## config.mk

```make
export PLATFORM = sky130hd
export DESIGN_NAME = store_narrower_flat
export DESIGN_NICKNAME = d
export VERILOG_FILES = /design/src/rtl/store_narrower_if.sv /design/src/rtl/store_narrower.sv /design/src/flat_wrapper.sv
export SDC_FILE = /design/constraint.sdc
export NUM_CORES = 1
export LEC_CHECK = 0
export ABC_CLOCK_PERIOD_IN_PS = 5100
export CORE_ASPECT_RATIO = 1.2
export CORE_MARGIN = 2
export CORE_UTILIZATION = 40
export CTS_BUF_LIST = sky130_fd_sc_hd__clkbuf_8
export DETAILED_ROUTE_END_ITERATION = 6
export PLACE_DENSITY = 0.73
export SETUP_SLACK_MARGIN = 0.2
export SLEW_MARGIN = 10
export SYNTH_ARGS = -nofsm -noshare
export SYNTH_HDL_FRONTEND = slang
export SYNTH_SLANG_ARGS = --single-unit
```

## constraint.sdc

```tcl
create_clock -name clk -period 5.1 [get_ports clk]
set_clock_uncertainty 0.1 [all_clocks]
set_input_delay 0.51 -clock clk [delete_from_list [all_inputs] [get_ports clk]]
set_output_delay 0.51 -clock clk [all_outputs]
set_load 0.01 [all_outputs]
```

## src/rtl/store_narrower_if.sv

```systemverilog
// Store request and memory write-beat signals for store_narrower.
// slave = the narrower itself, master = requester plus memory side.
interface store_narrower_if #(
  parameter int ADDR_WIDTH  = 32,
  parameter int INPUT_WIDTH = 32,
  parameter int BUS_WIDTH   = 16
);
  logic                     reqValid;
  logic                     reqReady;
  logic [ADDR_WIDTH-1:0]    reqAddr;
  logic [INPUT_WIDTH-1:0]   reqData;
  logic [1:0]               reqSize;
  logic                     busValid;
  logic                     busReady;
  logic [ADDR_WIDTH-1:0]    busAddr;
  logic [BUS_WIDTH-1:0]     busData;
  logic [BUS_WIDTH/8-1:0]   busByteEn;
  logic                     done;
  logic                     misalignErr;

  modport master (
    output reqValid, reqAddr, reqData, reqSize, busReady,
    input  reqReady, busValid, busAddr, busData, busByteEn, done, misalignErr
  );
  modport slave (
    input  reqValid, reqAddr, reqData, reqSize, busReady,
    output reqReady, busValid, busAddr, busData, busByteEn, done, misalignErr
  );
endinterface

```

## src/rtl/store_narrower.sv

```systemverilog
// Narrows a 32-bit store onto a little-endian write bus, splitting into beats.
// STORE_NARROWER_MISALIGN_SPLIT_EN: issue misaligned half/word stores as byte beats.
module store_narrower #(
  parameter int INPUT_WIDTH = 32,
  parameter int BUS_WIDTH   = 16,
  parameter int ADDR_WIDTH  = 32
) (
  input  logic           clk,
  input  logic           resetN,
  store_narrower_if.slave sif
);
  localparam int BB   = BUS_WIDTH / 8;
  localparam int OFFW = $clog2(BB);

  typedef enum logic [1:0] {IDLE, SEND, ERR} state_t;

  state_t                 state, state_nxt;
  logic [ADDR_WIDTH-1:0]  cur_addr;    // byte address of the current beat's first byte
  logic [INPUT_WIDTH-1:0] data_q;      // remaining bytes, current beat right-justified
  logic [2:0]             nbytes;
  logic [2:0]             beats_left;
  logic [2:0]             size_bytes, acc_nbytes, acc_beats;
  logic                   misaligned, reject, hs, last;
  logic [OFFW-1:0]        off;
  logic [BUS_WIDTH-1:0]   dmask;
  logic [BB-1:0]          be_base;

  // request decode
  always_comb begin
    case (sif.reqSize)
      2'd1:    size_bytes = 3'd2;
      2'd2:    size_bytes = 3'd4;
      default: size_bytes = 3'd1;
    endcase
    misaligned = (sif.reqSize == 2'd1 && sif.reqAddr[0]) ||
                 (sif.reqSize == 2'd2 && sif.reqAddr[1:0] != 2'b00);
    acc_nbytes = (size_bytes > 3'(BB)) ? 3'(BB) : size_bytes;
    acc_beats  = (size_bytes > 3'(BB)) ? (size_bytes >> OFFW) : 3'd1;
`ifdef STORE_NARROWER_MISALIGN_SPLIT_EN
    reject = (sif.reqSize == 2'd3);
    if (misaligned) begin
      acc_nbytes = 3'd1;
      acc_beats  = size_bytes;
    end
`else
    reject = (sif.reqSize == 2'd3) || misaligned;
`endif
  end

  assign hs   = (state == SEND) && sif.busReady;
  assign last = (beats_left == 3'd1);

  always_ff @(posedge clk or negedge resetN) begin
    if (!resetN) state <= IDLE;
    else         state <= state_nxt;
  end

  always_comb begin
    state_nxt       = state;
    sif.reqReady    = 1'b0;
    sif.busValid    = 1'b0;
    sif.done        = 1'b0;
    sif.misalignErr = 1'b0;
    case (state)
      IDLE: begin
        sif.reqReady = resetN;
        if (sif.reqValid) state_nxt = reject ? ERR : SEND;
      end
      SEND: begin
        sif.busValid = 1'b1;
        if (sif.busReady && last) begin
          sif.done  = 1'b1;
          state_nxt = IDLE;
        end
      end
      ERR: begin
        sif.misalignErr = 1'b1;
        state_nxt       = IDLE;
      end
      default: state_nxt = IDLE;
    endcase
  end

  always_ff @(posedge clk or negedge resetN) begin
    if (!resetN) begin
      cur_addr   <= '0;
      data_q     <= '0;
      nbytes     <= '0;
      beats_left <= '0;
    end else if (state == IDLE && sif.reqValid) begin
      cur_addr   <= sif.reqAddr;
      data_q     <= sif.reqData;
      nbytes     <= acc_nbytes;
      beats_left <= acc_beats;
    end else if (hs) begin
      cur_addr   <= cur_addr + ADDR_WIDTH'(nbytes);
      data_q     <= data_q >> {nbytes, 3'b000};
      beats_left <= beats_left - 3'd1;
    end
  end

  // lane placement: low nbytes of data_q shifted up to the beat's byte offset
  always_comb begin
    off = cur_addr[OFFW-1:0];
    for (int k = 0; k < BB; k++) begin
      be_base[k]      = (k < int'(nbytes));
      dmask[k*8 +: 8] = {8{be_base[k]}};
    end
    sif.busAddr   = '0;
    sif.busData   = '0;
    sif.busByteEn = '0;
    if (state == SEND) begin
      sif.busAddr   = {cur_addr[ADDR_WIDTH-1:OFFW], {OFFW{1'b0}}};
      sif.busData   = (data_q[BUS_WIDTH-1:0] & dmask) << {off, 3'b000};
      sif.busByteEn = be_base << off;
    end
  end
endmodule

```

## src/flat_wrapper.sv

```systemverilog
// flat-port wrapper written by rule: the top's interface ports become plain ports
module store_narrower_flat 
#(
  parameter int INPUT_WIDTH = 32,
  parameter int BUS_WIDTH   = 16,
  parameter int ADDR_WIDTH  = 32
)
  (clk, resetN, sif_reqValid, sif_reqAddr, sif_reqData, sif_reqSize, sif_busReady, sif_reqReady, sif_busValid, sif_busAddr, sif_busData, sif_busByteEn, sif_done, sif_misalignErr);
  store_narrower_if #(.ADDR_WIDTH(ADDR_WIDTH), .INPUT_WIDTH(INPUT_WIDTH), .BUS_WIDTH(BUS_WIDTH)) sif_i ();
  input  logic clk;
  input  logic resetN;
  input wire logic [$bits(sif_i.reqValid)-1:0] sif_reqValid;
  input wire logic [$bits(sif_i.reqAddr)-1:0] sif_reqAddr;
  input wire logic [$bits(sif_i.reqData)-1:0] sif_reqData;
  input wire logic [$bits(sif_i.reqSize)-1:0] sif_reqSize;
  input wire logic [$bits(sif_i.busReady)-1:0] sif_busReady;
  output wire logic [$bits(sif_i.reqReady)-1:0] sif_reqReady;
  output wire logic [$bits(sif_i.busValid)-1:0] sif_busValid;
  output wire logic [$bits(sif_i.busAddr)-1:0] sif_busAddr;
  output wire logic [$bits(sif_i.busData)-1:0] sif_busData;
  output wire logic [$bits(sif_i.busByteEn)-1:0] sif_busByteEn;
  output wire logic [$bits(sif_i.done)-1:0] sif_done;
  output wire logic [$bits(sif_i.misalignErr)-1:0] sif_misalignErr;
  assign sif_i.reqValid = sif_reqValid;
  assign sif_i.reqAddr = sif_reqAddr;
  assign sif_i.reqData = sif_reqData;
  assign sif_i.reqSize = sif_reqSize;
  assign sif_i.busReady = sif_busReady;
  assign sif_reqReady = sif_i.reqReady;
  assign sif_busValid = sif_i.busValid;
  assign sif_busAddr = sif_i.busAddr;
  assign sif_busData = sif_i.busData;
  assign sif_busByteEn = sif_i.busByteEn;
  assign sif_done = sif_i.done;
  assign sif_misalignErr = sif_i.misalignErr;
  store_narrower #(.INPUT_WIDTH(INPUT_WIDTH), .BUS_WIDTH(BUS_WIDTH), .ADDR_WIDTH(ADDR_WIDTH)) u_core (.clk(clk), .resetN(resetN), .sif(sif_i));
endmodule
```

Word-level counts from Yosys, hierarchy flattened
Cells that the tools add are included.
{"block": "op_classes", "n_reduce_logical": 11, "n_mux": 21, "n_addsub": 2, "bitwise_logic": 1, "magnitude_cmp": 3, "n_eq_ne": 8, "n_shift": 3}
{"op": "32-bit two-way mux", "count": 5}
{"op": "32-bit by 3-bit adder with 32-bit output", "count": 1}
{"op": "32-bit by 6-bit right shift with 32-bit output", "count": 1}
{"op": "16-bit bitwise AND", "count": 1}
{"op": "16-bit two-way mux", "count": 1}
{"op": "16-bit by 4-bit left shift with 16-bit output", "count": 1}
{"op": "2-bit two-way mux", "count": 5}
{"op": "3-bit two-way mux", "count": 3}
{"op": "2-bit equality test (second input constant)", "count": 3}
{"op": "1-bit by 3-bit less-than comparator with 1-bit output (first input constant)", "count": 2}
{"op": "3-bit case mux with 2 select lines", "count": 1}
{"op": "1-bit logical AND", "count": 5}
{"op": "1-bit two-way mux", "count": 5}
{"op": "2-bit by 1-bit equality test with 1-bit output (second input constant)", "count": 2}
{"op": "2-bit != test (second input constant)", "count": 2}
{"op": "2-bit case mux with 2 select lines", "count": 1}
{"op": "2-bit nonzero test", "count": 2}
{"op": "3-bit by 1-bit equality test with 1-bit output (second input constant)", "count": 1}
{"op": "3-bit by 2-bit > comparator with 1-bit output (second input constant)", "count": 1}
{"op": "3-bit by 1-bit subtractor with 3-bit output (second input constant)", "count": 1}
{"op": "2-bit logical NOT", "count": 1}
{"op": "1-bit logical OR", "count": 2}
{"op": "2-bit AND reduction", "count": 1}
{"op": "2-bit by 1-bit left shift with 2-bit output", "count": 1}
{"block": "totals", "register_bits": 72, "inputBits": 70, "output_inout_bits": 54}

Depth between registers and ports, before layout
Gate-level depths: netlist of the first run.
{"block": "depth", "depth_word": 7, "depth_mapped": 9}

Worst setup path before layout of the first run
No wires, ideal clock.
{"block": "synth_timing", "path_type": "flip-flop to flip-flop", "startpoint": "register u_core.nbytes[0]", "endpoint": "register u_core.cur_addr[18]", "path_stages_with_launch": 8, "setup_ns": 0.119, "path_slack_ns": 2.905, "t_arrival_ns": 1.976, "synth_period_minus_slack_ns": 2.195, "path_cell_list": "dfrtp_1 -> ha_1 -> fa_1 -> a21oi_1 -> nor2b_1 -> and2_2 -> a211o_1 -> o21a_1"}
{"block": "synth_between", "elab_chain_cells": 3}
{"item": "from (decl)", "line_no": "store_narrower.sv:20", "text": "logic [2:0] nbytes;"}
{"item": "from (signal assigned)", "line_no": "store_narrower.sv:93", "text": "nbytes <= acc_nbytes;"}
{"item": "32-bit by 3-bit adder with 32-bit output", "line_no": "store_narrower.sv:96", "text": "cur_addr <= cur_addr + ADDR_WIDTH'(nbytes);"}
{"item": "32-bit two-way mux", "line_no": "store_narrower.sv:95", "text": "end else if (hs) begin"}
{"item": "32-bit two-way mux", "line_no": "store_narrower.sv:90", "text": "end else if (state == IDLE && sif.reqValid) begin"}
{"item": "to (signal assigned)", "line_no": "store_narrower.sv:91", "text": "cur_addr <= sif.reqAddr;"}
{"item": "to (signal assigned)", "line_no": "store_narrower.sv:96"}
{"item": "to (decl)", "line_no": "store_narrower.sv:18", "text": "logic [ADDR_WIDTH-1:0] cur_addr;"}
No other way between the ends. The select of a mux whose other input is x is not followed.
A chain may end at the register's enable or synchronous reset.

Worst setup path after layout of the first run
{"block": "layout_timing", "startpoint": "register u_core.state[1]", "endpoint": "output sif_busData[10]"}
{"block": "layout_between", "elab_chain_cells": 2}
{"item": "from (decl)", "line_no": "store_narrower.sv:17", "text": "state_t state, state_nxt;"}
{"item": "from (signal assigned)", "line_no": "store_narrower.sv:55", "text": "else state <= state_nxt;"}
{"item": "2-bit by 1-bit equality test with 1-bit output", "line_no": "store_narrower.sv:112", "text": "if (state == SEND) begin"}
{"item": "16-bit two-way mux", "line_no": "store_narrower.sv:112"}
{"item": "to (decl)", "line_no": "flat_wrapper.sv:20", "text": "output wire logic [$bits(sif_i.busData)-1:0] sif_busData;"}
No other way between the ends.

==> metrics list, run 1 <==
- Once detail routing completed, the nets flagged for antenna violations numbered 0.
* H-tree depth reported by CTS: 3
* Final net count: roughly 670
- Together, buffers and inverters on the worst path number 2.
- The pre-antenna-repair detailed-routing pass consisted of 5 iterations.
- Top-area cell type share of the netlist area: approximately two fifths
* Cell type of the slowest stage on the worst timing path: sky130_fd_sc_hd__inv_1
- STA puts the critical path data required time at ~4.5 ns.
- Power density relative to cell area: between 500 and 600 mW/mm2
- Final setup slack of the worst path: 1.382 ns
- On the worst path, the slowest cell contributes a delay of 0.66 ns.
- Worst slack at placement: between 1.5 and 2 ns
- In this run the standard cell core region covers around 0.011 mm2.
- Sorting the synthesized cells by how often they occur yields 72 x sky130_fd_sc_hd__dfrtp_1, 57 x sky130_fd_sc_hd__nand2_1, 49 x sky130_fd_sc_hd__o21ai_0, 41 x sky130_fd_sc_hd__and2_1, 33 x sky130_fd_sc_hd__nor2_1.
* Diode insertion count for antenna repair: 0
- Portion of total power attributed to the clock network: between 10% and 20%
* Outcome: finished, final reports clean
- At the pin with the least slew margin, the transition time is approximately 1.2 ns.
- Quantity of I/O buffers inserted on ports: around 120
- CTS tree: yes
* Synthesized flop and latch total: 72
* Clock tree root buffer cell: sky130_fd_sc_hd__clkbuf_8
- Width of the chip: between 90 and 100 um
- Among cell families on the critical path, the largest total delay comes from buffers and inverters.
- Clock tree synthesis found a total of 72 sinks.
- Yosys warns: 0
- Clock transition at the register clock pins on the worst setup and hold paths after CTS: roughly 0.090 ns
* Minimum clock period after layout: ~3.7 ns
- In this run the critical register-to-register path is captured at u_core.cur_addr[30].
- STA puts the critical path data arrival time at 3.11 ns.
- Part of the cycle the worst path needs: roughly 73%
* Share of the yosys chip area belonging to registers: around two fifths
- Once the clock tree was built, the resizer swapped 0 gates to a different size.
- Most common cell in the netlist: sky130_fd_sc_hd__dfrtp_1
- After layout, the design draws a total of ~3.2 mW.
- The worst register-to-register path begins at u_core.state[1].
* Post-Synthesis Mean Instance Area: approximately 9.0 um2
- Fraction of registers with async set or reset after synthesis: 100.0%
- Hold Crit Class: in2async
- Comb pwr share: 50.1%
- Synthesis-to-layout area growth: 34.22%
- Critical path capture point type: output port
* Number of remaining DRC errors: 0
- Final GP Congestion: 0.8687
- Setup repair after global routing missed its margin: false
* Remaining max-slew budget at the tightest pin: between 20% and 30%
- Pin count of the biggest net entering global routing: 72
- Post-synthesis instance total: between 400 and 500
- Prevailing post-synth register cell: sky130_fd_sc_hd__dfrtp_1
* Leakage power total: approximately 2.4 nW
- Detailed-route wire length: approximately 13000 um
- Number of cell instances on the worst register-to-register path: 6
- After synthesis, the cell types taking the most area are sky130_fd_sc_hd__dfrtp_1 41%, sky130_fd_sc_hd__and2_1 5.9%, sky130_fd_sc_hd__o21ai_0 5.6%.
* Cell type with the highest aggregate area in the netlist: sky130_fd_sc_hd__dfrtp_1
* Crit-path max FO: 31
* Deepest clock path buffer count: 2
- The worst setup path is launched from a flip-flop.
- Global route total overflow: 0
- Cell area after synthesis: 0.004344 mm2
* Number of antenna violations at the first check in global routing: 0
- Number of flops mapped to enable cells by yosys: 0
* Flop pwr share: 35.6%
* Number of violations of the max-capacitance limit: 0
- End-of-flow core utilization: ~55%
- The final hold violation count is 0.
* Switching Fraction: between 40 and 50%
* Setup slack, reg-to-reg: ~1.9 ns
* WL per Instance: 17.30 um
- CTS Buf Count: 9
* Vias in the first global route: approximately 4000
- Crit-path cells: nand2b_1 -> inv_1 -> nand2_1 -> nor2_1 -> a22o_1 -> clkdlybuf4s50_1
- Die extent in y: roughly 120 um
- Die Area: 0.01171 mm2
* Fraction of final layout cells with drive strength greater than 1: 5.369%
- In the final timing run, aggregate negative setup slack is 0 ns.
- The final count of pins violating max slew is 0.
- Setup violations remaining at the end of the flow were counted as 0.
- Synthesized netlist net count: between 500 and 600
* Clock Latency Late Sink: roughly 0.36 ns
- Count of routing violations after the opening detailed-route iteration: around 250
- Internal power comes to approximately 1.8 mW.
- For this design the total switching power over the nets is approximately 1.3 mW.
- Post-synth cell types: between 40 and 50
* Final Hold Slack: between 0.3 and 0.4 ns
- Ports: about 120
* Worst setup path category: reg2out
- Dividing the detail-routed via count by the number of cells gives between 5 and 6.
- Buffers added to address setup during post-CTS repair amount to 0.
- The first global-routing pass estimated 20460 um of wire.
- Site Rows: a little over 40
* Highest Clock Rate: between 0.2 and 0.3 GHz
- Across all layers, the routed design uses 4158 vias.
- IR analysis of the VDD net gives a maximum drop of between 0.0002 and 0.0003 V.
- Final HPWL from detailed placement: around 9000 um
- For this configuration, the core starts out at a cell density of just over 40%.
- Post-cts hold buffer count: 1
* GR Util All Layers: between 20% and 30%
registers in the layout, summed over array words and instances (netlist names):
name / flops
u_core.nbytes: 3
u_core.data_q: 32
u_core.cur_addr: 32
u_core.beats_left: 3
u_core.state: 2
stage by stage:
| step | cells | cell area [um2] |
|---|---|---|
| floorplan | 484 | 4344 |
| global placement | 708 | 5622 |
| detailed placement | 708 | 5622 |
| CTS | 725 | 5826 |
| global route | 725 | 5831 |
| finish | 725 | 5831 |
power groups by stage:
stage	Sequential (mW)	Clock, mW	Combinational (mW)
global route	1.16	0.483	1.76
global placement	1.11	0	1.54
CTS	1.12	0.462	1.59
detailed placement	1.12	0	1.58
floorplan	1.02	0	1.04
finish	1.12	0.452	1.58
cell type report:
class	instances	area, um2
Clock buffer	9	123.9
Multi-Input combinational cell	370	2374
Fill cell	963	4737
Timing Repair Buffer	127	1259
Clock inverter	7	70.07
Inverter	11	41.29
Tap cell	129	161.4
Sequential cell	72	1802
cell usage in the layout, fill, tap and decap left out, types with 9 or more instances in the layout:
cell                              synthesis  routed
sky130_fd_sc_hd__xor2_1                  10      10
sky130_fd_sc_hd__nor2_1                  33      32
sky130_fd_sc_hd__a21oi_1                 10      10
sky130_fd_sc_hd__nand4_1                 13      13
sky130_fd_sc_hd__a22o_1                  25      25
sky130_fd_sc_hd__nand2_1                 57      57
sky130_fd_sc_hd__mux2i_1                 10      10
sky130_fd_sc_hd__a22oi_1                 32      32
sky130_fd_sc_hd__ha_1                     9       9
sky130_fd_sc_hd__clkbuf_8                 0       9
sky130_fd_sc_hd__o21ai_0                 49      49
sky130_fd_sc_hd__inv_1                   11      11
sky130_fd_sc_hd__nand3_1                 15      15
sky130_fd_sc_hd__clkdlybuf4s50_1          0     121
sky130_fd_sc_hd__and2_1                  41      40
sky130_fd_sc_hd__dfrtp_1                 72      72
per-layer routing:
layer  vias to the layer above  global-route usage, %  wire [um]
li1                       1969                      -          -
met1                      1986                  28.66       5343
met2                       189                  35.35       6122
met3                        14                  4.140        912
met4                         0                  5.908        161
met5                         -                      0          0
how the worst max path moves through the flow:
stage / depth (start not counted) / slack [ns] / start / to
finish: 6 / 1.38 / u_core.state[1] / sif_busData[10]
global route: 6 / 1.19 / u_core.state[1] / sif_busData[15]
CTS: 6 / 1.36 / u_core.state[1] / sif_busData[13]
detailed placement: 6 / 1.76 / u_core.state[1] / sif_busData[13]
global placement: 6 / 1.88 / u_core.state[1] / sif_busData[11]
floorplan: 7 / 2.91 / u_core.nbytes[0] / u_core.cur_addr[18]
kinds of logic (layout without fill, tap and decap cells):
group           after synthesis  after routing  share of synthesized area (%)
compound gates              142            142                          22.29
fa+ha+maj                    10             10                          3.053
xor+xnor                     15             15                          3.024
flops                        72             72                          41.47
buf+inv                      42            154                          4.090
simple gates                192            192                          23.68
other cells                   1              1                        0.08632
mux                          10             10                          2.304
(Power assumes the default switching activity.)
==> run 2: changes to the inputs <==
--- a/config.mk
+++ b/config.mk
@@ -5,13 +5,13 @@
 export SDC_FILE = /design/constraint.sdc
 export NUM_CORES = 1
 export LEC_CHECK = 0
-export ABC_CLOCK_PERIOD_IN_PS = 5100
+export ABC_CLOCK_PERIOD_IN_PS = 3000
 export CORE_ASPECT_RATIO = 1.2
 export CORE_MARGIN = 2
 export CORE_UTILIZATION = 40
 export CTS_BUF_LIST = sky130_fd_sc_hd__clkbuf_8
 export DETAILED_ROUTE_END_ITERATION = 6
-export PLACE_DENSITY = 0.73
+export PLACE_DENSITY = 0.76
 export SETUP_SLACK_MARGIN = 0.2
 export SLEW_MARGIN = 10
 export SYNTH_ARGS = -nofsm -noshare
==> constraint.sdc (replaced) <==
create_clock -name clk -period 3 [get_ports clk]
set_clock_uncertainty 0.1 [all_clocks]
set_input_delay 0.3 -clock clk [delete_from_list [all_inputs] [get_ports clk]]
set_output_delay 0.3 -clock clk [all_outputs]
set_load 0.01 [all_outputs]
==> run 2 against run 1 <==
Against the previous run: critical path depth unchanged; worst hold slack hardly changed; clock power grew 56%; highest routed layer unchanged; critical path type unchanged; critical endpoint is now sif_busData[14]; sequential share of layout area is 0.30 points lower; via count up 0.60%.
==> metrics list, run 2 (same netlist as run 1, synthesis figures left out) <==
- Outcome: finished, final reports clean
- Total Neg Setup Slack: 0 ns
* Switching Fraction: 41.99%
- In the final routed layout, each cell accounts on average for about 17 um.
- Most common cell after layout, fill and taps aside: sky130_fd_sc_hd__clkdlybuf4s50_1
* Detailed-route vias per instance: approximately 5.7
- Fraction of final layout cells with drive strength greater than 1: under 10%
* Final GP Congestion: approximately 0.86
- GR Util All Layers: 22.50%
* Part of the cycle the worst path needs: a little under nine tenths
* H-tree depth reported by CTS: 3
- Cell type of the slowest stage on the worst timing path: sky130_fd_sc_hd__clkdlybuf4s50_1
- Subtracting the final worst setup slack from the clock period gives approximately 2.6 ns.
- The tightest hold path in the finished design has a slack of ~0.39 ns.
- Setup violations remaining at the end of the flow were counted as 0.
* Flop pwr share: 34.9%
- The routed layout has about 4200 vias.
- In this run the static leakage power is around 2.4 nW.
- Global route total overflow: 0
- Endpoint of the lowest-slack register-to-register path: u_core.cur_addr[18]
- Net switching power: about 2.3 mW
- Crit-path cells: nand2b_1 -> buf_4 -> nor3_1 -> buf_4 -> a22o_1 -> clkdlybuf4s50_1
* CTS Buf Count: 9
- Initial core utilization: roughly two fifths
- Hold Crit Class: reg2reg
* Ports: approximately 120
* Cell count of the worst hold path: 2
- Clock transition at the register clock pins on the worst setup and hold paths after CTS: around 0.070 ns
* Setup repair after global routing missed its margin: false
- Static timing analysis puts the maximum clock frequency at just under 0.4 GHz.
- Count of pins over their slew limit: 0
- Registers with the most flip-flops: u_core.cur_addr x32, u_core.data_q x32
- Data arrives at the worst endpoint at between 2 and 2.5 ns.
- Diode insertion count for antenna repair: 0
- Cell internal pwr: about 3.1 mW
* Site Rows: between 40 and 50
- Portion of total power attributed to the clock network: between 10% and 20%
* Worst slew pin tran: about 1.1 ns
- In this run the standard cell core region covers 0.01057 mm2.
- Clock tree root buffer cell: sky130_fd_sc_hd__clkbuf_8
- For the worst-skew pair, the clock arrives at the later sink with an insertion delay of between 0.3 and 0.4 ns.
- The worst hold path begins at u_core.beats_left[1].
* Final HPWL from detailed placement: 9520 um
* Power density relative to cell area: 914.2 mW/mm2
- The tool flagged a number of max-cap violations equal to 0.
* First-pass GRT wire length: between 20000 and 25000 um
* Number of remaining DRC errors: 0
- Clk sink count: 72
- The count of buffers added on input and output ports is between 100 and 150.
- Measured against its own limit, the worst slew margin works out to between 20% and 30%.
- For hold timing, the worst endpoint is u_core.beats_left[1].
- Biggest cell delay along the critical path: roughly 0.53 ns
* Number of antenna violations at the first check in global routing: 0
- The library cells used most frequently in the layout, excluding fill and tap cells, are 121 x sky130_fd_sc_hd__clkdlybuf4s50_1, 72 x sky130_fd_sc_hd__dfrtp_1, 57 x sky130_fd_sc_hd__nand2_1.
* Worst path required time: between 2 and 3 ns
- The worst setup path is captured at an output port.
* Number of cell instances on the worst register-to-register path: 7
- Worst setup path category: reg2out
- The net count of the finished layout is 683.
- Vias in the first global route: 4237
- Crit-path max FO: 8
- From bottom edge to top edge, the die measures between 100 and 150 um.
* Number of iterations in the first detailed-routing pass: 5
- Cell mode on critical path: sky130_fd_sc_hd__buf_4
- Pin count of the biggest net entering global routing: 49
- Count of routing violations after the opening detailed-route iteration: around 240
- Setup slack, reg-to-reg: between 0.5 and 0.6 ns
- Count of final hold-check violations: 0
* Width of the chip: approximately 100 um
* Detailed-route wire length: 12750 um
- Die Area: 0.01171 mm2
* CTS tree: yes
* Element type at the critical path start: flip-flop
- Comb pwr share: around 52%
- Compared with the post-synthesis result, the final layout area differs by 35.54%.
- Routed Antenna Nets: 0
- The longest clock path from root to sink contains 2 buffers.
* VDD IR max: between 0.0004 and 0.0005 V
* Beginning of the worst register-to-register path: u_core.cur_addr[0]
run 2: changes by cell type in the layout (fill, tap and decap cells not counted):
cell                         change
sky130_fd_sc_hd__buf_2           +1
sky130_fd_sc_hd__buf_4          +11
sky130_fd_sc_hd__clkinv_2        -3
sky130_fd_sc_hd__clkinv_4        -1
sky130_fd_sc_hd__clkinvlp_4      -1
sky130_fd_sc_hd__inv_1           +3
sky130_fd_sc_hd__inv_2           +1
sky130_fd_sc_hd__inv_6           -1
sky130_fd_sc_hd__nor2_2          +1
sky130_fd_sc_hd__nor2_4          -1
run 2: stage by stage:
step / area, um2 / setup WS [ns] / util [%] / instances / power (mW)
2_1_floorplan: 4344 / 0.8053 / - / 484 / 3.499
3_3_place_gp: 5709 / 0.6814 / 54.03 / 720 / 4.554
3_5_place_dp: 5709 / 0.5288 / 54.03 / 720 / 4.671
4_1_cts: 5888 / 0.3651 / 55.72 / 735 / 5.398
5_1_grt: 5888 / 0.2809 / 55.72 / 735 / 5.819
6_report: 5888 / 0.4104 / 55.72 / 735 / 5.383
run 2: power by group through the flow:
stage | sequential (mW) | clock, mW | combinational, mW
5_1_grt | 1.95 | 0.775 | 3.10
3_5_place_dp | 1.88 | 0 | 2.79
4_1_cts | 1.87 | 0.721 | 2.81
2_1_floorplan | 1.73 | 0 | 1.77
3_3_place_gp | 1.85 | 0 | 2.71
6_report | 1.88 | 0.705 | 2.80
run 2: how the worst max path moves through the flow:
stage | depth (start not counted) | end | start
5_1_grt | 6 | sif_busData[15] | u_core.nbytes[0]
2_1_floorplan | 7 | u_core.cur_addr[18] | u_core.nbytes[0]
6_report | 6 | sif_busData[14] | u_core.state[1]
3_5_place_dp | 5 | u_core.data_q[2] | sif_reqValid
3_3_place_gp | 7 | u_core.cur_addr[18] | u_core.cur_addr[0]
4_1_cts | 7 | sif_busData[14] | u_core.state[1]
run 2: critical path: cells and delay by family, from the launching register on:
family	cells	cell delay, ns
compound gates	1	0.15
simple gates	2	0.36
buf+inv	3	0.92
flops	1	0.40
run 2: layout make-up:
| cell class | count | area [um2] |
|---|---|---|
| fill | 962 | 4679 |
| multi-input combinational | 370 | 2369 |
| sequential | 72 | 1802 |
| timing repair buffer | 139 | 1346 |
| tap | 129 | 161.4 |
| clock buffer | 9 | 123.9 |
| clock inverter | 5 | 45.04 |
| inverter | 11 | 41.29 |
run 2: repair_timing:
item,4_1_cts,5_1_grt
hold buffers,1,0
hold endpoints to repair,24,0
endpoints found under the setup margin,0,1
gates resized for setup,0,1
setup buffers,0,0
run 2: metal layers:
metal	GRT usage (%)	vias up	part of all wire (%)
li1	-	1986	-
met5	0	-	0
met4	6.935	0	1.7
met3	4.554	22	6.7
met1	28.64	2009	41
met2	38.26	166	50
